### src/rtl/lopd_norm_pipe.sv
// -----------------------------------------------------------------------------
// lopd_norm_pipe
//
// Two-stage pipelined leading-one position detector with an optional
// normalising left shifter.
//   S1 : leading-zero count, zero flag, operand and tag are registered.
//   S2 : the operand is shifted left by the count (when the shifter is built)
//        and registered together with the count, zero flag and tag.
// Both stages use valid/ready handshakes. A stage loads when it is empty or
// when its content leaves on the same cycle. The result is valid two cycles
// after acceptance, and the pipe sustains one operand per cycle.
//
// Configuration macro:
//   LOPD_NORM_SHIFT_EN  defined   -> S2 shifter built, o_norm_data = data << pos
//                       undefined -> no shifter, o_norm_data tied to 0
//
// Ports:
//   i_clk           rising-edge clock
//   i_rst_n         synchronous active-low reset
//   i_valid/o_ready input handshake; i_data operand, i_tag sideband
//   o_valid/i_ready output handshake
//   o_one_position  zeros above the highest set bit (all ones for zero input)
//   o_zero_flag     operand was all zeros
//   o_norm_data     normalised operand (0 when the shifter is not built)
//   o_tag           tag accepted with the operand
// -----------------------------------------------------------------------------
module lopd_norm_pipe #(
  parameter int SIZE_DATA = 24,
  parameter int SIZE_LOPD = 5,
  parameter int SIZE_TAG  = 4
) (
  input  logic                 i_clk,
  input  logic                 i_rst_n,
  input  logic                 i_valid,
  output logic                 o_ready,
  input  logic [SIZE_DATA-1:0] i_data,
  input  logic [SIZE_TAG-1:0]  i_tag,
  output logic                 o_valid,
  input  logic                 i_ready,
  output logic [SIZE_LOPD-1:0] o_one_position,
  output logic                 o_zero_flag,
  output logic [SIZE_DATA-1:0] o_norm_data,
  output logic [SIZE_TAG-1:0]  o_tag
);

  // ---------------------------------------------------------------------------
  // Handshake control
  // ---------------------------------------------------------------------------
  logic s1_valid, s2_valid;
  logic s1_load, s2_load;

  // S2 may take new content when empty or when its result leaves this cycle;
  // S1 may take new content when empty or when it can move into S2.
  assign s2_load = ~s2_valid | i_ready;
  assign s1_load = ~s1_valid | s2_load;
  assign o_ready = s1_load;
  assign o_valid = s2_valid;

  // ---------------------------------------------------------------------------
  // Leading-one detection (combinational, in front of S1)
  // ---------------------------------------------------------------------------
  logic [SIZE_LOPD-1:0] lead_pos;
  logic                 lead_zero;

  // NOTE: every always_comb output gets a default first, so no path can leave
  // it unassigned and infer a latch.
  always_comb begin
    lead_pos  = '1;
    lead_zero = 1'b1;
    // Scanning upward lets the highest set bit win, because it is assigned last.
    for (int i = 0; i < SIZE_DATA; i++) begin
      if (i_data[i]) begin
        lead_pos  = SIZE_LOPD'(SIZE_DATA - 1 - i);
        lead_zero = 1'b0;
      end
    end
  end

  // ---------------------------------------------------------------------------
  // Stage 1
  // ---------------------------------------------------------------------------
  logic [SIZE_LOPD-1:0] s1_pos;
  logic                 s1_zero;
  logic [SIZE_TAG-1:0]  s1_tag;

  // NOTE: state is updated with non-blocking assignments so every register
  // samples pre-edge values regardless of the order of the statements.
  always_ff @(posedge i_clk) begin
    if (!i_rst_n) begin
      s1_valid <= 1'b0;
      s1_pos   <= '0;
      s1_zero  <= 1'b0;
      s1_tag   <= '0;
    end else if (s1_load) begin
      s1_valid <= i_valid;
      if (i_valid) begin
        s1_pos  <= lead_pos;
        s1_zero <= lead_zero;
        s1_tag  <= i_tag;
      end
    end
  end

  // ---------------------------------------------------------------------------
  // Stage 2
  // ---------------------------------------------------------------------------
  logic [SIZE_LOPD-1:0] s2_pos;
  logic                 s2_zero;
  logic [SIZE_TAG-1:0]  s2_tag;

  // NOTE: the datapath registers are reset as well, because the result outputs
  // have defined values while the pipe is empty after reset.
  always_ff @(posedge i_clk) begin
    if (!i_rst_n) begin
      s2_valid <= 1'b0;
      s2_pos   <= '0;
      s2_zero  <= 1'b0;
      s2_tag   <= '0;
    end else if (s2_load) begin
      s2_valid <= s1_valid;
      if (s1_valid) begin
        s2_pos  <= s1_pos;
        s2_zero <= s1_zero;
        s2_tag  <= s1_tag;
      end
    end
  end

  assign o_one_position = s2_pos;
  assign o_zero_flag    = s2_zero;
  assign o_tag          = s2_tag;

  // ---------------------------------------------------------------------------
  // Normalising shifter
  // ---------------------------------------------------------------------------
`ifdef LOPD_NORM_SHIFT_EN
  logic [SIZE_DATA-1:0] s1_data;
  logic [SIZE_DATA-1:0] s2_norm;

  always_ff @(posedge i_clk) begin
    if (!i_rst_n) begin
      s1_data <= '0;
    end else if (s1_load && i_valid) begin
      s1_data <= i_data;
    end
  end

  // A zero operand has an all-ones count, but shifting zero still yields zero,
  // so no special case is needed.
  always_ff @(posedge i_clk) begin
    if (!i_rst_n) begin
      s2_norm <= '0;
    end else if (s2_load && s1_valid) begin
      s2_norm <= s1_data << s1_pos;
    end
  end

  assign o_norm_data = s2_norm;
`else
  // Without the shifter the operand is not needed past the detector.
  assign o_norm_data = '0;
`endif

endmodule

### config.mk
export PLATFORM = sky130hd
export DESIGN_NAME = lopd_norm_pipe
export DESIGN_NICKNAME = d
export VERILOG_FILES = /design/src/rtl/lopd_norm_pipe.sv
export SDC_FILE = /design/constraint.sdc
export NUM_CORES = 1
export LEC_CHECK = 0
export CAP_MARGIN = 40
export CORE_AREA = 2 2 61 63
export DETAILED_ROUTE_END_ITERATION = 16
export DIE_AREA = 0 0 63 65
export PLACE_DENSITY = 0.77
export SYNTH_ARGS = -nofsm -noshare
export SYNTH_HDL_FRONTEND = slang
export SYNTH_SLANG_ARGS = --single-unit
### constraint.sdc
create_clock -name i_clk -period 1.9 [get_ports i_clk]
set_clock_uncertainty 0.1 [all_clocks]
set_input_delay 0.19 -clock i_clk [delete_from_list [all_inputs] [get_ports i_clk]]
set_output_delay 0.19 -clock i_clk [all_outputs]
set_load 0.01 [all_outputs]
-- Yosys cells after proc, flatten, opt, wreduce, memory -nomap -nowiden
Index checks and enable logic that the tools add are counted.
- input bits: 32
- bits in registers: 22
- output and inout port bits: 36
- word-level logic and storage cells: 62
- reductions and logical operators: 2
- muxes and demuxes: 48
- bitwise logic cells: 4
- operator list (operator ; count):
    2-to-1 mux 5 bit ; 23
    2-to-1 mux 1 bit ; 24
    2-to-1 mux 4 bit ; 1
    AND reduction 2 bit ; 2
    NOT 1 bit ; 2
    OR 1 bit ; 2

-- Logic depth before layout (Yosys ltp)
Gate-level depths: netlist of run 1.
- depth after elaboration: 24
- mapped depth: 6
- depth with buffers taken out: 5

-- Least setup slack after synthesis of run 1
No wires, ideal clock.
- path type: register to register
- start: reg s2_valid (netlist: o_valid)
- end: reg s1_pos[1]
- slack: 424 ps
- buffers on the path: 1
- required time: 1666 ps
- library setup time: 134 ps
- arrival: 1242 ps
- period minus slack after synthesis: 1476 ps
- cell stages (with the launch flop): 7
- cells stage by stage: dfxtp_1 and3b_1 clkinv_2 nand2_1 buf_4 mux2i_1 a21oi_1
- cells in the longest elaborated chain, start to end: 4
- RTL lines (element ; RTL line ; text):
    from (decl) ; 49 ; logic s1_valid, s2_valid;
    from (signal assigned) ; 120 ; s2_valid <= s1_valid;
    NOT 1 bit ; 54 ; assign s2_load = ~s2_valid | i_ready;
    OR 1 bit ; 54 ;
    OR 1 bit ; 55 ; assign s1_load = ~s1_valid | s2_load;
    via o_ready ; 35 ; output logic o_ready,
    AND reduction 2 bit (no line) ; -- ;
    to (signal assigned) ; 97 ; s1_pos <= lead_pos;
    to (decl) ; 82 ; logic [SIZE_LOPD-1:0] s1_pos;
The timed path passes the listed nets, and every way through them passes these cells.
A chain may end at the register's enable or synchronous reset.

-- Worst setup path after layout of run 1
- start: in i_ready
- end: out o_ready
- cells in the longest elaborated chain, start to end: 2
- RTL lines (element ; RTL line ; text):
    from (decl) ; 39 ; input logic i_ready,
    OR 1 bit ; 54 ;
    OR 1 bit ; 55 ;
    to (decl) ; 35 ;
No other way between the ends.

==> results.cfg, run 1 <==
[status]
status = complete, no violations

[synth]
synth.distinct_cells = 37
synth_warnings = 0
synth_area_leaders = dfxtp_1 35%, buf_4 15%, mux2i_1 9.4%
yosysTopAreaCell = dfxtp_1
syn_inst = 152
synthesis.area_um2 = 1272
yosysTopAreaCellShare_pct = 34.61
synth-seq-area-share_pct = 34.61
synth-seq-cells = 22
synth.avg_cell_area_um2 = 8.372

[worst_setup_path]
cpMostUsedCell = clkdlybuf4s50_1
crit_slowest_cell = clkdlybuf4s50_1
setup.worst_path.start_class = primary input
worstPathCellList = clkdlybuf4s50_1, and3b_1, clkinv_2, clkdlybuf4s50_1
cp-end-kind = primary output
cp_num_buf_inv = 3
worst-endpoint-required_ns = 1.61
arrival_ns = 1.53
path_class = in2out
crit_fanout = 4
crit_family = buffers and inverters
slowest_delay_ns = 0.53

[cts]
clk_pin_slew_ns = 0.12
tritoncts = built
clock-root-buffer = clkbuf_4
htreeDepth = 1
cts_buffers = 3
holdBufCountCts = 0
clkLatencyLatePin_ns = 0.31
post_cts_resize_count = 0
post_cts_buffers = 0
cts.sinks = 22
cts_buffer_depth = 2

[cells_and_area]
fill_cells = 357
final_util_pct = 50.25
multi_input_area_um2 = 681.9
area_growth_pct = 38.05
nets = 234
drive_above_1_share_pct = 9.453
register_area_um2 = 440.4
diodes = 0

[routing]
drc = 0
firstDrtPassIters = 4
drt-total-wl_um = 2610
detail-route-antenna-nets = 0
num_vias = 1120
via_per_inst = 4.498
first_iter_violations = 39
avgRoutedWirePerCell_um = 10.48

[global_route]
antenna_found_initial = 0
grt_pass1_vias = 1052
grt_pass1_wl_um = 4512
grt_max_degree = 22
grtUsageTotal_pct = 13.55
globalRouteOverflowTotal = 0

[floorplanning]
start_util_pct = 36.40
ios = 68
coreArea_um2 = 3496
die_area_um2 = 4095
num_rows = 22
die_h_um = 65
die_w_um = 63

[sta]
fin_crit_ns = 1.819
final.setup.worst_slack_ns = 0.08106
slew_viol_final = 0
tns_ns = 0
final_min_period_over_clock_period_pct = 95.73
setup_violations = 0
rsz0062_at_grt = false
hold_viol_final = 0
fmax_mhz = 549.8

[place]
place_hpwl_um = 2179
io_buffers = 43
dp_slack_ns = 0.03483
gp_congestion = 0.7788

[pwr]
vdd_drop_max_mv = 0.2659
leakage_uw = 0.0007315
p_per_area_nw_per_um2 = 586.2

[run]
drv_cap = 0

[hold_path]
hold_class = in2reg
==> per-layer routing <==
layer	up-vias	part of all wire, %	GRT usage, %
li1	578	-	-
met1	490	45	16.24
met2	50	48	24.20
met3	2	5.9	1.215
met4	0	1.0	6.667
met5	-	0	0
==> area by class of cell <==
cell class                 instances  share of cell area (%)
tap                               48                   3.419
timing repair buffer              51                   27.92
clock buffer                       3                   1.282
sequential                        22                   25.07
clock inverter                     1                   1.709
inverter                           8                   1.781
multi-input combinational        116                   38.82
==> registers in the layout (all words and copies together), names as in the netlist <==
| name | cells |
|---|---|
| o_one_position | 5 |
| s1_pos | 5 |
| o_tag | 4 |
| s1_tag | 4 |
| o_valid | 1 |
| o_zero_flag | 1 |
| s1_valid | 1 |
| s1_zero | 1 |
==> synthesized netlist by cell type (all sizes together) <==
library cell and count:
buf 26, or2b 1, nand3 7, nor4b 1, or3 2, o311ai 1, nor2b 1, nor4 7
conb 1, nand2b 1, inv 7, a21oi 10, a2111oi 1, nand4 1, clkbuf 3, a21boi 1
a2bb2oi 1, nor2 24, clkinv 1, o31a 1, o2111ai 1, mux2i 12, a221oi 1, a221o 1
o211ai 1, o21ai 4, and3b 1, o32ai 1, a31o 1, nand2 8, dfxtp 22, nor3 1
==> tightest hold or removal path: stages <==
cell             delay, ns
clkdlybuf4s50_1       0.40
nand3_1               0.07
a21oi_1               0.05
==> cell families (layout without fill, tap and decap cells) <==
| family | Yosys count | count (layout) | share of synthesized area [%] |
|---|---|---|---|
| other | 1 | 24 | 0.2947 |
| AND/OR/NAND/NOR | 55 | 55 | 23.80 |
| buffers and inverters | 37 | 63 | 18.58 |
| flip-flops | 22 | 22 | 34.61 |
| AO/OA/AOI/OAI | 25 | 25 | 13.28 |
| multiplexers | 12 | 12 | 9.440 |
==> power by group <==
group / total (uW) / internal, uW / switching [uW]
sequential: 480 / 474 / 6.65
combinational: 199 / 102 / 97.1
clock: 351 / 213 / 137
total: 1030 / 789 / 241
==> per-stage QoR <==
step | instance area (um2) | hold WS, ns | power [uW] | instances
6_report | 1757 | 0.3428 | 1030 | 249
5_1_grt | 1757 | 0.3621 | 1077 | 249
4_1_cts | 1757 | 0.3356 | 1044 | 249
3_5_place_dp | 1704 | 0.3474 | 689.7 | 245
3_3_place_gp | 1704 | 0.3435 | 687.5 | 245
2_1_floorplan | 1359 | 0.2287 | 611.2 | 175
==> final timing paths <==
kind | slack (ns) | cells after the start | endpoint | startpoint
min reg2reg | 0.36 | 2 | s1_tag[0] | s1_tag[0]
min | 0.34 | 3 | s1_tag[3] | i_tag[3]
max reg2reg | 0.44 | 4 | s1_pos[1] | o_valid
max | 0.08 | 4 | o_ready | i_ready
==> cells in the final DEF (no fill, tap or decap), drive strengths merged, types with 2 or more instances in the layout <==
master | synthesis | final
a21oi | 10 | 10
buf | 26 | 8
clkbuf | 3 | 3
clkdlybuf4s50 | 0 | 43
conb | 1 | 24
dfxtp | 22 | 22
inv | 7 | 7
mux2i | 12 | 12
nand2 | 8 | 8
nand3 | 7 | 7
nor2 | 24 | 24
nor4 | 7 | 7
o21ai | 4 | 4
or3 | 2 | 2
No activity file was read; power rests on OpenSTA's default activity.
==> run 2: changes to the inputs <==
--- a/config.mk
+++ b/config.mk
@@ -6,10 +6,11 @@
 export NUM_CORES = 1
 export LEC_CHECK = 0
 export CAP_MARGIN = 40
-export CORE_AREA = 2 2 61 63
+export CORE_AREA = 5 5 64 66
 export DETAILED_ROUTE_END_ITERATION = 16
-export DIE_AREA = 0 0 63 65
+export DIE_AREA = 0 0 69 71
 export PLACE_DENSITY = 0.77
+export SETUP_SLACK_MARGIN = 0.2
 export SYNTH_ARGS = -nofsm -noshare
 export SYNTH_HDL_FRONTEND = slang
 export SYNTH_SLANG_ARGS = --single-unit
==> run 2 against run 1 <==
Utilization shrank 0.43 points. Largest cell class unchanged. Clock-buffer cell count is the same. Critical path type unchanged. Cell count shrank 0.40%. Clock power is essentially flat. Hold slack is essentially flat. Register-to-register slack is essentially flat.
==> results.cfg, run 2 (synthesis gave the netlist of run 1 again) <==
[sta]
slew_viol_final = 0
final.setup.worst_slack_ns = 0.3132
tns_ns = 0
hold_viol_final = 0
whs_ns = 0.3426
rsz0062_at_grt = false
final_min_period_over_clock_period_pct = 83.52
setup_violations = 0
fmax_mhz = 630.2
fin_crit_ns = 1.587

[global_route]
grtUsageTotal_pct = 11.13
grt_use_met2_pct = 19.60
grtUsageMet1_pct = 13.41
grt_max_degree = 16
grt_pass1_vias = 1121
globalRouteOverflowTotal = 0
use_met3_pct = 1.420
grt_pass1_wl_um = 4705
antenna_found_initial = 0
grt.busiest_layer = met2

[worst_setup_path]
crit_fanout = 4
cp-end-kind = primary output
path_class = in2out
worst-endpoint-required_ns = 1.61
setup.worst_path.start_class = primary input
arrival_ns = 1.30

[cts]
cts.sinks = 22
tritoncts = built
clkLatencyLatePin_ns = 0.30
post_cts_buffers = 0
cts_buffer_depth = 2
cts_buffers = 3
htreeDepth = 1
clock-root-buffer = clkbuf_4
clk_pin_slew_ns = 0.13

[routing]
first_iter_violations = 21
firstDrtPassIters = 3
avgRoutedWirePerCell_um = 11.35
detail-route-antenna-nets = 0
drt-total-wl_um = 2814
drc = 0
via_per_inst = 4.552
num_vias = 1129

[run]
drv_cap = 0

[floorplanning]
start_util_pct = 36.12
die_h_um = 71
die_area_um2 = 4899
ios = 68
coreArea_um2 = 3523
num_rows = 22
die_w_um = 69

[place]
place_hpwl_um = 2399
gp_congestion = 0.7870
dp_slack_ns = 0.01829
io_buffers = 43

[cells_and_area]
fill_cells = 387
final_common_cell = clkdlybuf4s50_1
drive_above_1_share_pct = 10.00
diodes = 0
mostFrequentLayoutCells = 42 x clkdlybuf4s50_1, 24 x nor2_1, 24 x conb_1, 22 x dfxtp_1, 12 x mux2i_1
nets = 233
area_growth_pct = 37.95

[status]
status = complete, no violations

[pwr]
finalPower_uw = 1031
p_per_area_nw_per_um2 = 587.1
leakage_uw = 0.0007252
vdd_drop_max_mv = 0.2474

[hold_path]
hold_class = in2reg
[run 2: path summary, 6_finish.rpt]
kind	endpoint	from	slack (ns)	depth (start not counted)
worst max-delay path	o_ready	i_ready	0.31	4
worst min-delay path	s1_tag[3]	i_tag[3]	0.34	3
worst max register to register	s1_pos[0]	o_valid	0.45	5
worst min register to register	s1_tag[1]	s1_tag[1]	0.36	2
[run 2: power by group]
part	total, uW	leakage (uW)	switching, uW	internal [uW]
logic	199	0.000518	97.9	101
registers	480	0.000179	6.63	474
clock network	351	0.0000279	138	213
total	1030	0.000725	243	788
[run 2: worst max-delay path, stage by stage]
cell and delay (ns):
clkdlybuf4s50_1 0.44, and3b_2 0.29, clkinv_2 0.09, dlygate4sd2_1 0.29
[run 2: timing repair]
item	in CTS	in global routing
setup endpoints to repair	1	2
cloned	0	0
hold buffers	0	0
resized for setup	1	2
[run 2: area by class of cell]
| type | count | area [um2] | share of cell area [%] |
|---|---|---|---|
| Clock buffer | 3 | 22.52 | 1.283 |
| Sequential cell | 22 | 440.4 | 25.09 |
| Timing Repair Buffer | 50 | 481.7 | 27.44 |
| Inverter | 8 | 31.28 | 1.782 |
| Tap cell | 48 | 60.06 | 3.421 |
| Clock inverter | 1 | 30.03 | 1.711 |
| Multi-Input combinational cell | 116 | 689.4 | 39.27 |
[run 2: layer usage]
metal  wire length, um  vias to the layer above  share of wire [%]
met4                34                        0                1.2
met5                 0                        -                  0
met2              1368                       42                 49
met3               216                        2                7.7
met1              1195                      512                 42
li1                  -                      573                  -
[run 2: stage by stage]
step	std cells	utilization (%)	area, um2
finish	248	49.82	1755
global route	248	49.82	1755
CTS	248	49.61	1748
detailed placement	244	48.15	1697
global placement	244	48.15	1697
floorplan	175	-	1359
